$ cat config.mk
export PLATFORM = sky130hd
export DESIGN_NAME = std_outlier_detector
export DESIGN_NICKNAME = d
export VERILOG_FILES = /design/src/rtl/std_outlier_detector_pkg.sv /design/src/rtl/section_outlier_counter.sv /design/src/rtl/std_outlier_detector.sv
export SDC_FILE = /design/constraint.sdc
export NUM_CORES = 1
export LEC_CHECK = 0
export CAP_MARGIN = 10
export CORE_MARGIN = 1.5
export CORE_UTILIZATION = 45
export DETAILED_ROUTE_END_ITERATION = 16
export PLACE_DENSITY = 0.67
export SYNTH_ARGS = -nofsm -noshare
export SYNTH_HDL_FRONTEND = slang
export SYNTH_HIERARCHICAL = 1
export SYNTH_SLANG_ARGS = --single-unit
$ cat constraint.sdc
create_clock -name clk -period 5.7 [get_ports clk]
set_clock_uncertainty 0.05 [all_clocks]
set_input_delay 0.855 -clock clk [delete_from_list [all_inputs] [get_ports clk]]
set_output_delay 0.855 -clock clk [all_outputs]
set_load 0.005 [all_outputs]
$ cat src/rtl/std_outlier_detector_pkg.sv
// Shared types and widths for the outlier detector: fixed-point format,
// section index, alarm FSM states and datapath widths.
package std_outlier_detector_pkg;

    localparam int FRAC_BITS = 16;
    localparam int DEV_W     = 33;
    localparam int THR_W     = 36;

    typedef logic [1:0] section_t;

    typedef enum logic [1:0] {
        IDLE,
        COUNT,
        ALARM
    } state_t;

endpackage

$ cat src/rtl/section_outlier_counter.sv
// Single saturating event counter with synchronous clear; clear wins over
// an increment in the same cycle.
module section_outlier_counter #(
    parameter int CNT_W = 16
) (
    input  logic             clk,
    input  logic             rst_n,
    input  logic             clr,
    input  logic             inc,
    output logic [CNT_W-1:0] cnt_o
);

    logic [CNT_W-1:0] cnt_q;
    logic [CNT_W-1:0] cnt_d;

    // NOTE: the default assignment comes first so every path assigns cnt_d and no latch is inferred.
    always_comb begin
        cnt_d = cnt_q;
        if (clr) begin
            cnt_d = '0;
        end else if (inc && (cnt_q != '1)) begin
            cnt_d = cnt_q + CNT_W'(1);
        end
    end

    // NOTE: sequential state uses non-blocking assignments so all flops update together at the edge.
    always_ff @(posedge clk or negedge rst_n) begin
        if (!rst_n) begin
            cnt_q <= '0;
        end else begin
            cnt_q <= cnt_d;
        end
    end

    assign cnt_o = cnt_q;

endmodule

$ cat src/rtl/std_outlier_detector.sv
// Scores ADC samples against the selected mean/stdev, flags |dev| > K*stdev,
// counts outliers per section and raises an alarm on N consecutive ones.
module std_outlier_detector
    import std_outlier_detector_pkg::*;
#(
    parameter int K_MULT   = 3,
    parameter int N_CONSEC = 4,
    parameter int CNT_W    = 16
) (
    input  logic                 clk,
    input  logic                 rst_n,
    input  logic                 in_valid,
    input  logic [15:0]          adc_sample,
    input  logic [1:0]           adc_section,
    input  logic [31:0]          mean_i,
    input  logic [31:0]          std_i,
    input  logic                 alarm_clr,
    input  logic                 cnt_clr,
    output logic                 out_valid,
    output logic                 outlier_o,
    output logic [1:0]           section_o,
    output logic [DEV_W-1:0]     dev_abs_o,
    output logic                 alarm_o,
    output logic [1:0]           alarm_section_o,
    output logic [4*CNT_W-1:0]   outlier_cnt_o
);

    localparam logic [7:0] N_CONSEC_L = 8'(N_CONSEC);

    // Register ranks: input capture, dev/thr, abs/compare, output.
    logic                    in_v_q,    in_v_d;
    logic [15:0]             in_smp_q,  in_smp_d;
    section_t                in_sec_q,  in_sec_d;
    logic [31:0]             in_mean_q, in_mean_d;
    logic [31:0]             in_std_q,  in_std_d;

    logic                    s1_v_q,   s1_v_d;
    section_t                s1_sec_q, s1_sec_d;
    logic signed [DEV_W-1:0] s1_dev_q, s1_dev_d;
    logic [THR_W-1:0]        s1_thr_q, s1_thr_d;

    logic                    s2_v_q,   s2_v_d;
    section_t                s2_sec_q, s2_sec_d;
    logic [DEV_W-1:0]        s2_abs_q, s2_abs_d;
    logic                    s2_out_q, s2_out_d;

    logic                    out_valid_q, out_valid_d;
    logic                    outlier_q,   outlier_d;
    section_t                section_q,   section_d;
    logic [DEV_W-1:0]        dev_abs_q,   dev_abs_d;

    logic signed [DEV_W-1:0] sample_ext;
    logic signed [DEV_W-1:0] mean_ext;
    logic [DEV_W-1:0]        abs_w;

    always_comb begin
        in_v_d    = in_valid;
        in_smp_d  = adc_sample;
        in_sec_d  = section_t'(adc_section);
        in_mean_d = mean_i;
        in_std_d  = std_i;

        // Both operands fit in 33 signed bits, so the difference cannot wrap.
        sample_ext = {in_smp_q[15], in_smp_q, {FRAC_BITS{1'b0}}};
        mean_ext   = {in_mean_q[31], in_mean_q};
        s1_v_d     = in_v_q;
        s1_sec_d   = in_sec_q;
        s1_dev_d   = sample_ext - mean_ext;
        s1_thr_d   = THR_W'(in_std_q) * THR_W'(K_MULT);

        abs_w    = s1_dev_q[DEV_W-1] ? $unsigned(-s1_dev_q) : $unsigned(s1_dev_q);
        s2_v_d   = s1_v_q;
        s2_sec_d = s1_sec_q;
        s2_abs_d = abs_w;
        s2_out_d = {{(THR_W-DEV_W){1'b0}}, abs_w} > s1_thr_q;

        out_valid_d = s2_v_q;
        outlier_d   = s2_out_q;
        section_d   = s2_sec_q;
        dev_abs_d   = s2_abs_q;
    end

    // NOTE: datapath registers are reset as well, so every output reads zero straight out of reset.
    always_ff @(posedge clk or negedge rst_n) begin
        if (!rst_n) begin
            in_v_q      <= 1'b0;
            in_smp_q    <= '0;
            in_sec_q    <= '0;
            in_mean_q   <= '0;
            in_std_q    <= '0;
            s1_v_q      <= 1'b0;
            s1_sec_q    <= '0;
            s1_dev_q    <= '0;
            s1_thr_q    <= '0;
            s2_v_q      <= 1'b0;
            s2_sec_q    <= '0;
            s2_abs_q    <= '0;
            s2_out_q    <= 1'b0;
            out_valid_q <= 1'b0;
            outlier_q   <= 1'b0;
            section_q   <= '0;
            dev_abs_q   <= '0;
        end else begin
            in_v_q      <= in_v_d;
            in_smp_q    <= in_smp_d;
            in_sec_q    <= in_sec_d;
            in_mean_q   <= in_mean_d;
            in_std_q    <= in_std_d;
            s1_v_q      <= s1_v_d;
            s1_sec_q    <= s1_sec_d;
            s1_dev_q    <= s1_dev_d;
            s1_thr_q    <= s1_thr_d;
            s2_v_q      <= s2_v_d;
            s2_sec_q    <= s2_sec_d;
            s2_abs_q    <= s2_abs_d;
            s2_out_q    <= s2_out_d;
            out_valid_q <= out_valid_d;
            outlier_q   <= outlier_d;
            section_q   <= section_d;
            dev_abs_q   <= dev_abs_d;
        end
    end

    assign out_valid = out_valid_q;
    assign outlier_o = outlier_q;
    assign section_o = section_q;
    assign dev_abs_o = dev_abs_q;

    state_t   state_q,   state_d;
    logic [7:0] run_q,   run_d;
    section_t run_sec_q, run_sec_d;

    // alarm_clr wins over a scored result; that result still reaches the counters.
    always_comb begin
        state_d   = state_q;
        run_d     = run_q;
        run_sec_d = run_sec_q;
        if (alarm_clr) begin
            state_d = IDLE;
            run_d   = '0;
        end else if (out_valid_q) begin
            case (state_q)
                IDLE: begin
                    if (outlier_q) begin
                        run_d     = 8'd1;
                        run_sec_d = section_q;
                        state_d   = (N_CONSEC == 1) ? ALARM : COUNT;
                    end
                end
                COUNT: begin
                    if (!outlier_q) begin
                        run_d   = '0;
                        state_d = IDLE;
                    end else if (section_q == run_sec_q) begin
                        run_d = run_q + 8'd1;
                        if (run_q + 8'd1 == N_CONSEC_L) begin
                            state_d = ALARM;
                        end
                    end else begin
                        run_d     = 8'd1;
                        run_sec_d = section_q;
                    end
                end
                default: ;
            endcase
        end
    end

    always_ff @(posedge clk or negedge rst_n) begin
        if (!rst_n) begin
            state_q   <= IDLE;
            run_q     <= '0;
            run_sec_q <= '0;
        end else begin
            state_q   <= state_d;
            run_q     <= run_d;
            run_sec_q <= run_sec_d;
        end
    end

    assign alarm_o         = (state_q == ALARM);
    assign alarm_section_o = alarm_o ? run_sec_q : 2'b00;

    for (genvar s = 0; s < 4; s++) begin : g_cnt
        section_outlier_counter #(
            .CNT_W (CNT_W)
        ) u_cnt (
            .clk   (clk),
            .rst_n (rst_n),
            .clr   (cnt_clr),
            .inc   (out_valid_q && outlier_q && (section_q == section_t'(s))),
            .cnt_o (outlier_cnt_o[s*CNT_W +: CNT_W])
        );
    end

endmodule

==> reports/qor.txt, run 1 <==
Initial Utilization -> 0.4567
Hold buffers post-CTS -> 0
Die X-Extent -> 181.9 um
Congestion Overflow GR -> 0
Drt drc -> 0
Gr busiest metal -> met2
Final setup violation count -> 0
Largest cells by area after synthesis -> dfrtp_1 (53%), ha_1 (7.7%), xnor2_1 (4.1%)
Crit path max fanout -> 5
R2R cell count -> 14
Net Sw Frac -> 0.2630
Final period utilization -> 0.7019
Most instantiated cells after synthesis -> dfrtp_1 (303), a21oi_1 (101), ha_1 (89)
Type of origin of the critical path -> flop
P_int -> 0.004113 W
DR vias -> 10710
Finished layout cell area -> 17820 um^2
P per Cell Area -> 313.2 nW/um^2
Number of diodes -> 0
Vias in the first global route -> 10420
Max Cap Viol -> 0
GP Congestion -> 0.8562
GRT Total Usage -> 0.1878
Worst VDD drop -> 0.2310 mV
CTS root buf -> clkbuf_16
Reg-to-reg setup timing slack -> 1.70 ns
Average wire per standard cell -> 15.74 um
CTS tree -> built
Ys flop type -> dfrtp_1
Post-DP HPWL -> 22490 um
CP required -> 6.04 ns
Clock Power Share -> 0.378
Iteration-0 DRC Markers -> 471
IO Pins -> 191
Cell area after synthesis -> 14410 um^2
Comb pwr share -> 0.172
CTS resizes -> 0
PortBufs -> 190
Status -> completed
Final TNS setup -> 0 ns
Core area -> 31560 um^2
Leak -> 7.701 nW
Dpl cells -> 1883
FP Rows -> 65
Post-synth EDFFs -> 0
Drt total wl -> 30600 um
Slew HR -> 0.3872
Fmax -> 249.9 MHz
RR Endpoint -> outlier_d
Seq/Total Area, Yosys -> 0.5262
Worst-skew pair later-pin latency -> 0.51 ns
RSZ-0062 raised after global routing -> no
Area after DPL -> 16720 um^2
Worst R2R Start -> s1_dev_q[7]
#FFs+latches synth -> 303
Antenna-violating nets left -> 0
Share of cells above drive strength 1 -> 0.07134
Slew Limit Fails -> 0
Cell Count, Final, Fillers Out -> 1944
Fin nets -> 1695
Initial antenna violation count -> 0
First-pass GRT wire length -> 51040 um
CP arrival -> 4.34 ns
Endpoints failing hold -> 0
Largest net degree at the start of global routing -> 132
Top cell type's share of synthesized area -> 0.5262
Met3 Usage GRT -> 0.02788
Crit. End Element -> flop
Met1 GRT Util -> 0.2523
H-tree depth -> 2
Maximum root-to-sink buffer count -> 3
Avg Inst Size Synth -> 10.94 um^2
YS warnings -> 6
Area growth syn-to-layout -> 23.65%
Count leader, synth -> dfrtp_1
Vias per std cell -> 5.510
Worst min-delay path category -> in2async
Sw power -> 0.001468 W
Syn Nets -> 1494
Worst Tran Pin Value -> 0.9049 ns
Total setup buffers inserted after CTS -> 0
Worst Setup Path Type -> reg2reg
Core Util, Final -> 0.5647
Drt pass-1 iters -> 7
Sequential cell fraction of total power -> 0.450
Die Height -> 181.9 um
Clock Sink Count -> 303
TritonCTS Buffers -> 35
GRT met2 Usage -> 0.3158
Hold Worst Slack -> 0.2478 ns
Tmin final -> 4.001 ns
Post-synth top area cell -> dfrtp_1
Synth unique cells -> 71
Cell count after synthesis -> 1317
Die area -> 33100 um^2
Clk pin slew, worst setup/hold paths -> 0.06 ns
Post-synth ARST share -> 1.000
[cell usage in the layout (no fill, tap or decap), types with 5 or more instances in the layout]
master / netlist / layout
o21a_1: 7 / 7
or4_1: 27 / 27
xnor2_1: 67 / 67
nand2_1: 73 / 73
buf_4: 0 / 5
nand2b_1: 5 / 5
a31oi_1: 6 / 6
nand3_1: 32 / 32
clkinv_2: 0 / 5
a21oi_1: 101 / 101
mux2_1: 16 / 16
xor2_1: 18 / 18
o21bai_1: 8 / 8
nand4_1: 37 / 37
nor3b_1: 5 / 5
nor4_1: 25 / 25
or3_1: 13 / 13
and3_1: 18 / 18
a21o_1: 28 / 28
nand3b_1: 5 / 5
and4_2: 8 / 8
nor2_1: 59 / 59
clkdlybuf4s50_1: 0 / 188
o41ai_1: 6 / 6
dfrtp_1: 303 / 303
a211oi_1: 9 / 9
or3_2: 5 / 5
inv_1: 84 / 84
clkbuf_1: 28 / 9
ha_1: 89 / 89
o21ai_1: 14 / 14
o21ai_0: 60 / 60
or4_2: 8 / 8
o31ai_1: 38 / 38
clkbuf_16: 0 / 36
nor2b_1: 25 / 25
nor3_1: 20 / 20
[worst max-delay path by stage]
stage	start	to	slack (ns)	cells after the start
floorplan	s1_dev_q[7]	outlier_d	2.00	14
global placement	s1_dev_q[7]	outlier_d	1.71	14
detailed placement	s1_dev_q[7]	outlier_d	1.70	14
CTS	s1_dev_q[7]	outlier_d	1.68	14
global route	s1_dev_q[7]	outlier_d	1.32	13
finish	s1_dev_q[7]	outlier_d	1.70	14
[kinds of logic after synthesis]
group                      after synthesis  synth area share
buffers and inverters                  116           0.03230
adders and majority gates               90           0.07867
xor gates and xnor gates                85           0.05166
and+or+nand+nor                        390            0.1576
DFF                                    303            0.5262
muxes                                   18           0.01407
AOI/OAI and AO/OA                      315            0.1395
[power groups by stage]
stage          Clock, W  Combinational (W)  Sequential (W)
2_1_floorplan         0           0.000554         0.00252
4_1_cts         0.00217           0.000965         0.00252
3_3_place_gp          0           0.000939         0.00255
3_5_place_dp          0           0.000957         0.00255
5_1_grt         0.00227            0.00107         0.00254
6_report        0.00211           0.000961         0.00251
[through the flow]
step	power (W)	worst slack, ns
5_1_grt	0.005878	1.321
3_5_place_dp	0.003511	1.704
4_1_cts	0.005654	1.678
2_1_floorplan	0.003075	1.997
3_3_place_gp	0.003484	1.713
6_report	0.005581	1.699
[registers in the layout, indices dropped and copies added (netlist names)]
register	count
state_q	2
section_o	2
run_q	8
in_smp_q	16
in_v_q	1
s1_thr_q	34
outlier_d	1
out_valid_d	1
s1_sec_q	2
outlier_o	1
dev_abs_o	33
dev_abs_d	33
s1_v_q	1
g_cnt.u_cnt/cnt_o	64
in_mean_q	32
run_sec_q	2
s1_dev_q	33
s2_sec_q	2
out_valid	1
in_sec_q	2
in_std_q	32
[worst max-delay path, stage by stage, from the launching register on]
cell,delay [ns]
dfrtp_1,0.42
or4_4,0.57
or4_4,0.43
or2_1,0.25
or3_4,0.41
o41ai_2,0.32
xnor2_1,0.19
ha_1,0.29
a21o_1,0.18
a21o_1,0.16
a21oi_1,0.14
o21ai_0,0.14
o21a_1,0.14
a21oi_1,0.10
o21ai_0,0.09
[cell type report]
| cell class | instances | area, um^2 |
|---|---|---|
| well taps | 402 | 503.0 |
| inverters | 84 | 315.3 |
| clock buffers | 48 | 975.9 |
| multi-input cells | 898 | 6362 |
| fillers | 2704 | 13740 |
| clock inverters | 13 | 120.1 |
| repair buffers | 196 | 1959 |
| flip-flops and latches | 303 | 7582 |
[layer usage]
layer,share of wire,vias to the layer above
li1,-,5203
met1,0.45,5163
met2,0.47,290
met3,0.051,56
met4,0.024,0
met5,0,-
No activity file was read; power rests on OpenSTA's default activity.
==> run 2: changes to the inputs <==
==> constraint.sdc (replaced) <==
create_clock -name clk -period 3.9 [get_ports clk]
set_clock_uncertainty 0.05 [all_clocks]
set_input_delay 0.585 -clock clk [delete_from_list [all_inputs] [get_ports clk]]
set_output_delay 0.585 -clock clk [all_outputs]
set_load 0.005 [all_outputs]
==> run 2 against run 1 <==
Compared with the run above: cell count up 0.93%; wire length up 1.4%; design area up 1.6%; critical path depth unchanged; combinational power up 50%; setup slack worse by 1.6 ns; non-clock buffer count up 17; largest power group unchanged.
==> reports/qor.txt, run 2 (same netlist as run 1, synthesis figures left out) <==
Status -> completed
Initial antenna violation count -> 0 (unchanged)
Final worst slack -> 0.1410 ns (-1.558 ns)
Critical Path Slowest Stage Cell -> or4_4
Reg-to-reg setup timing slack -> 0.14 ns (-1.56 ns)
Share of cells above drive strength 1 -> 0.09038 (+0.01905)
Drt drc -> 0 (unchanged)
Hold Worst Slack -> 0.04192 ns (-0.2058 ns)
Worst Tran Pin Value -> 0.8942 ns (-0.01063 ns)
Commonest non-fill, non-tap cell in the layout -> dfrtp_1
Finished layout cell area -> 18100 um^2 (+1.6%)
PortBufs -> 190 (unchanged)
Slew HR -> 0.3994 (+0.01215)
Maximum root-to-sink buffer count -> 3 (unchanged)
Fmax -> 266.0 MHz (+6.4%)
Fin nets -> 1712 (+1.0%)
Drt total wl -> 31030 um (+1.4%)
Hold buffers post-CTS -> 0 (unchanged)
Largest net degree at the start of global routing -> 108 (-18%)
Die X-Extent -> 181.9 um (unchanged)
Iteration-0 DRC Markers -> 527 (+12%)
Max Cap Viol -> 0 (unchanged)
Antenna-violating nets left -> 0 (unchanged)
Type of origin of the critical path -> flop
Initial Utilization -> 0.4567 (unchanged)
Area growth syn-to-layout -> 25.62%
IO Pins -> 191 (unchanged)
TritonCTS Buffers -> 35 (unchanged)
Slew Limit Fails -> 0 (unchanged)
Final period utilization -> 0.9638 (+0.2619)
CTS root buf -> clkbuf_16
Crit path max fanout -> 5 (unchanged)
Crit path cell chain -> or4_4, or4_4, or2_4, or3_4, o41ai_4, xnor2_2, ha_1, a21o_1, a21o_1, a21oi_2, o21ai_2, o21a_1, a21oi_2, o21ai_1
GP Congestion -> 0.8687 (+1.5%)
Clock Sink Count -> 303 (unchanged)
FP Rows -> 65 (unchanged)
Worst min-delay path category -> in2async
Most frequent cells in the layout -> dfrtp_1 (303), clkdlybuf4s50_1 (188), a21oi_1 (99), ha_1 (89), inv_1 (84)
Worst VDD drop -> 0.3134 mV (+36%)
Core Util, Final -> 0.5737 (+0.009001)
Post-DP HPWL -> 22690 um (+0.89%)
DR vias -> 10660 (-0.45%)
Clk pin slew, worst setup/hold paths -> 0.06 ns (about the same)
Average wire per standard cell -> 15.81 um (+0.45%)
WP buf/inv -> 0 (unchanged)
Fill count -> 2675 (-1.1%)
Tmin final -> 3.759 ns (-0.2419 ns)
Slowest stage delay, CP -> 0.53 ns (-0.04 ns)
GRT Total Usage -> 0.1920 (+0.004221)
Number of diodes -> 0 (unchanged)
Endpoints failing hold -> 0 (unchanged)
H-tree depth -> 2 (unchanged)
Placement Setup Slack -> -0.04486 ns (-1.749 ns)
Vias in the first global route -> 10350 (-0.64%)
Die Height -> 181.9 um (unchanged)
Worst Setup Path Type -> reg2reg
Worst-skew pair later-pin latency -> 0.52 ns (about the same)
CP required -> 4.24 ns (-1.80 ns)
Die area -> 33100 um^2 (unchanged)
Max FFs per register -> 64 (unchanged)
CP top delay family -> simple AND/OR/NAND/NOR gates
CTS tree -> built
Drt pass-1 iters -> 5 (-2)
Vias per std cell -> 5.435 (-1.4%)
P per Cell Area -> 465.4 nW/um^2 (+49%)
Crit. End Element -> flop
Congestion Overflow GR -> 0 (unchanged)
Core area -> 31560 um^2 (unchanged)
Power Total -> 0.008425 W (+51%)
First-pass GRT wire length -> 52050 um (+2.0%)
CP arrival -> 4.10 ns (-0.24 ns)
Final setup violation count -> 0 (unchanged)
Area after DPL -> 16860 um^2 (+0.84%)
Leak -> 7.850 nW (+1.9%)
==> run 2: changes by cell type in the layout (fill, tap and decap cells not counted), sizes merged <==
cell / change
clkinv: -3
inv: +2
clkbuf: -1
bufinv: +3
buf: +17
==> run 2: power breakdown <==
group          internal (W)  switching [W]  leakage (nW)
Clock               0.00204        0.00127         0.572
Combinational      0.000711       0.000727          3.56
Sequential          0.00350       0.000184          3.71
Total               0.00625        0.00218          7.85
==> run 2: layout make-up <==
cell class | count | area, um^2 | share of cell area
Sequential cell | 303 | 7582 | 0.4189
Clock buffer | 47 | 980.9 | 0.05419
Multi-Input combinational cell | 898 | 6427 | 0.3551
Timing Repair Buffer | 213 | 2100 | 0.1160
Tap cell | 402 | 503.0 | 0.02779
Inverter | 84 | 315.3 | 0.01742
Clock inverter | 15 | 193.9 | 0.01071
==> run 2: through the flow <==
stage	instances	TNS (ns)
finish	1962	0
CTS	1962	0
global route	1962	-0.01930
global placement	1900	-0.01574
detailed placement	1900	-0.04486
floorplan	1317	0
==> run 2: timing repair <==
item                       CTS  global route
setup endpoints to repair    1             1
buffers inserted             0             0
gates resized for setup      2            11
pin swaps                    3             5
==> run 2: worst register-to-register path, stage by stage (launching register included) <==
cell	delay (ns)
dfrtp_1	0.38
or4_4	0.53
or4_4	0.43
or2_4	0.25
or3_4	0.42
o41ai_4	0.27
xnor2_2	0.16
ha_1	0.27
a21o_1	0.18
a21o_1	0.17
a21oi_2	0.14
o21ai_2	0.09
o21a_1	0.13
a21oi_2	0.09
o21ai_1	0.07
==> run 2: routing by layer <==
layer  wire (um)  GRT usage
met1       14230     0.2673
met2       14710     0.3163
met3        1629    0.03109
met4         454    0.04397
met5           0          0
==> run 2: final timing paths <==
path | startpoint | to | cells after the start
max | s1_dev_q[7] | outlier_d | 14
max reg2reg | s1_dev_q[7] | outlier_d | 14
min in group clk | dev_abs_d[16] | dev_abs_o[16] | 0
max in group asynchronous | rst_n | in_smp_q[8] | 2
min | rst_n | g_cnt[1].u_cnt/cnt_o[8] | 1
min reg2reg | dev_abs_d[16] | dev_abs_o[16] | 0
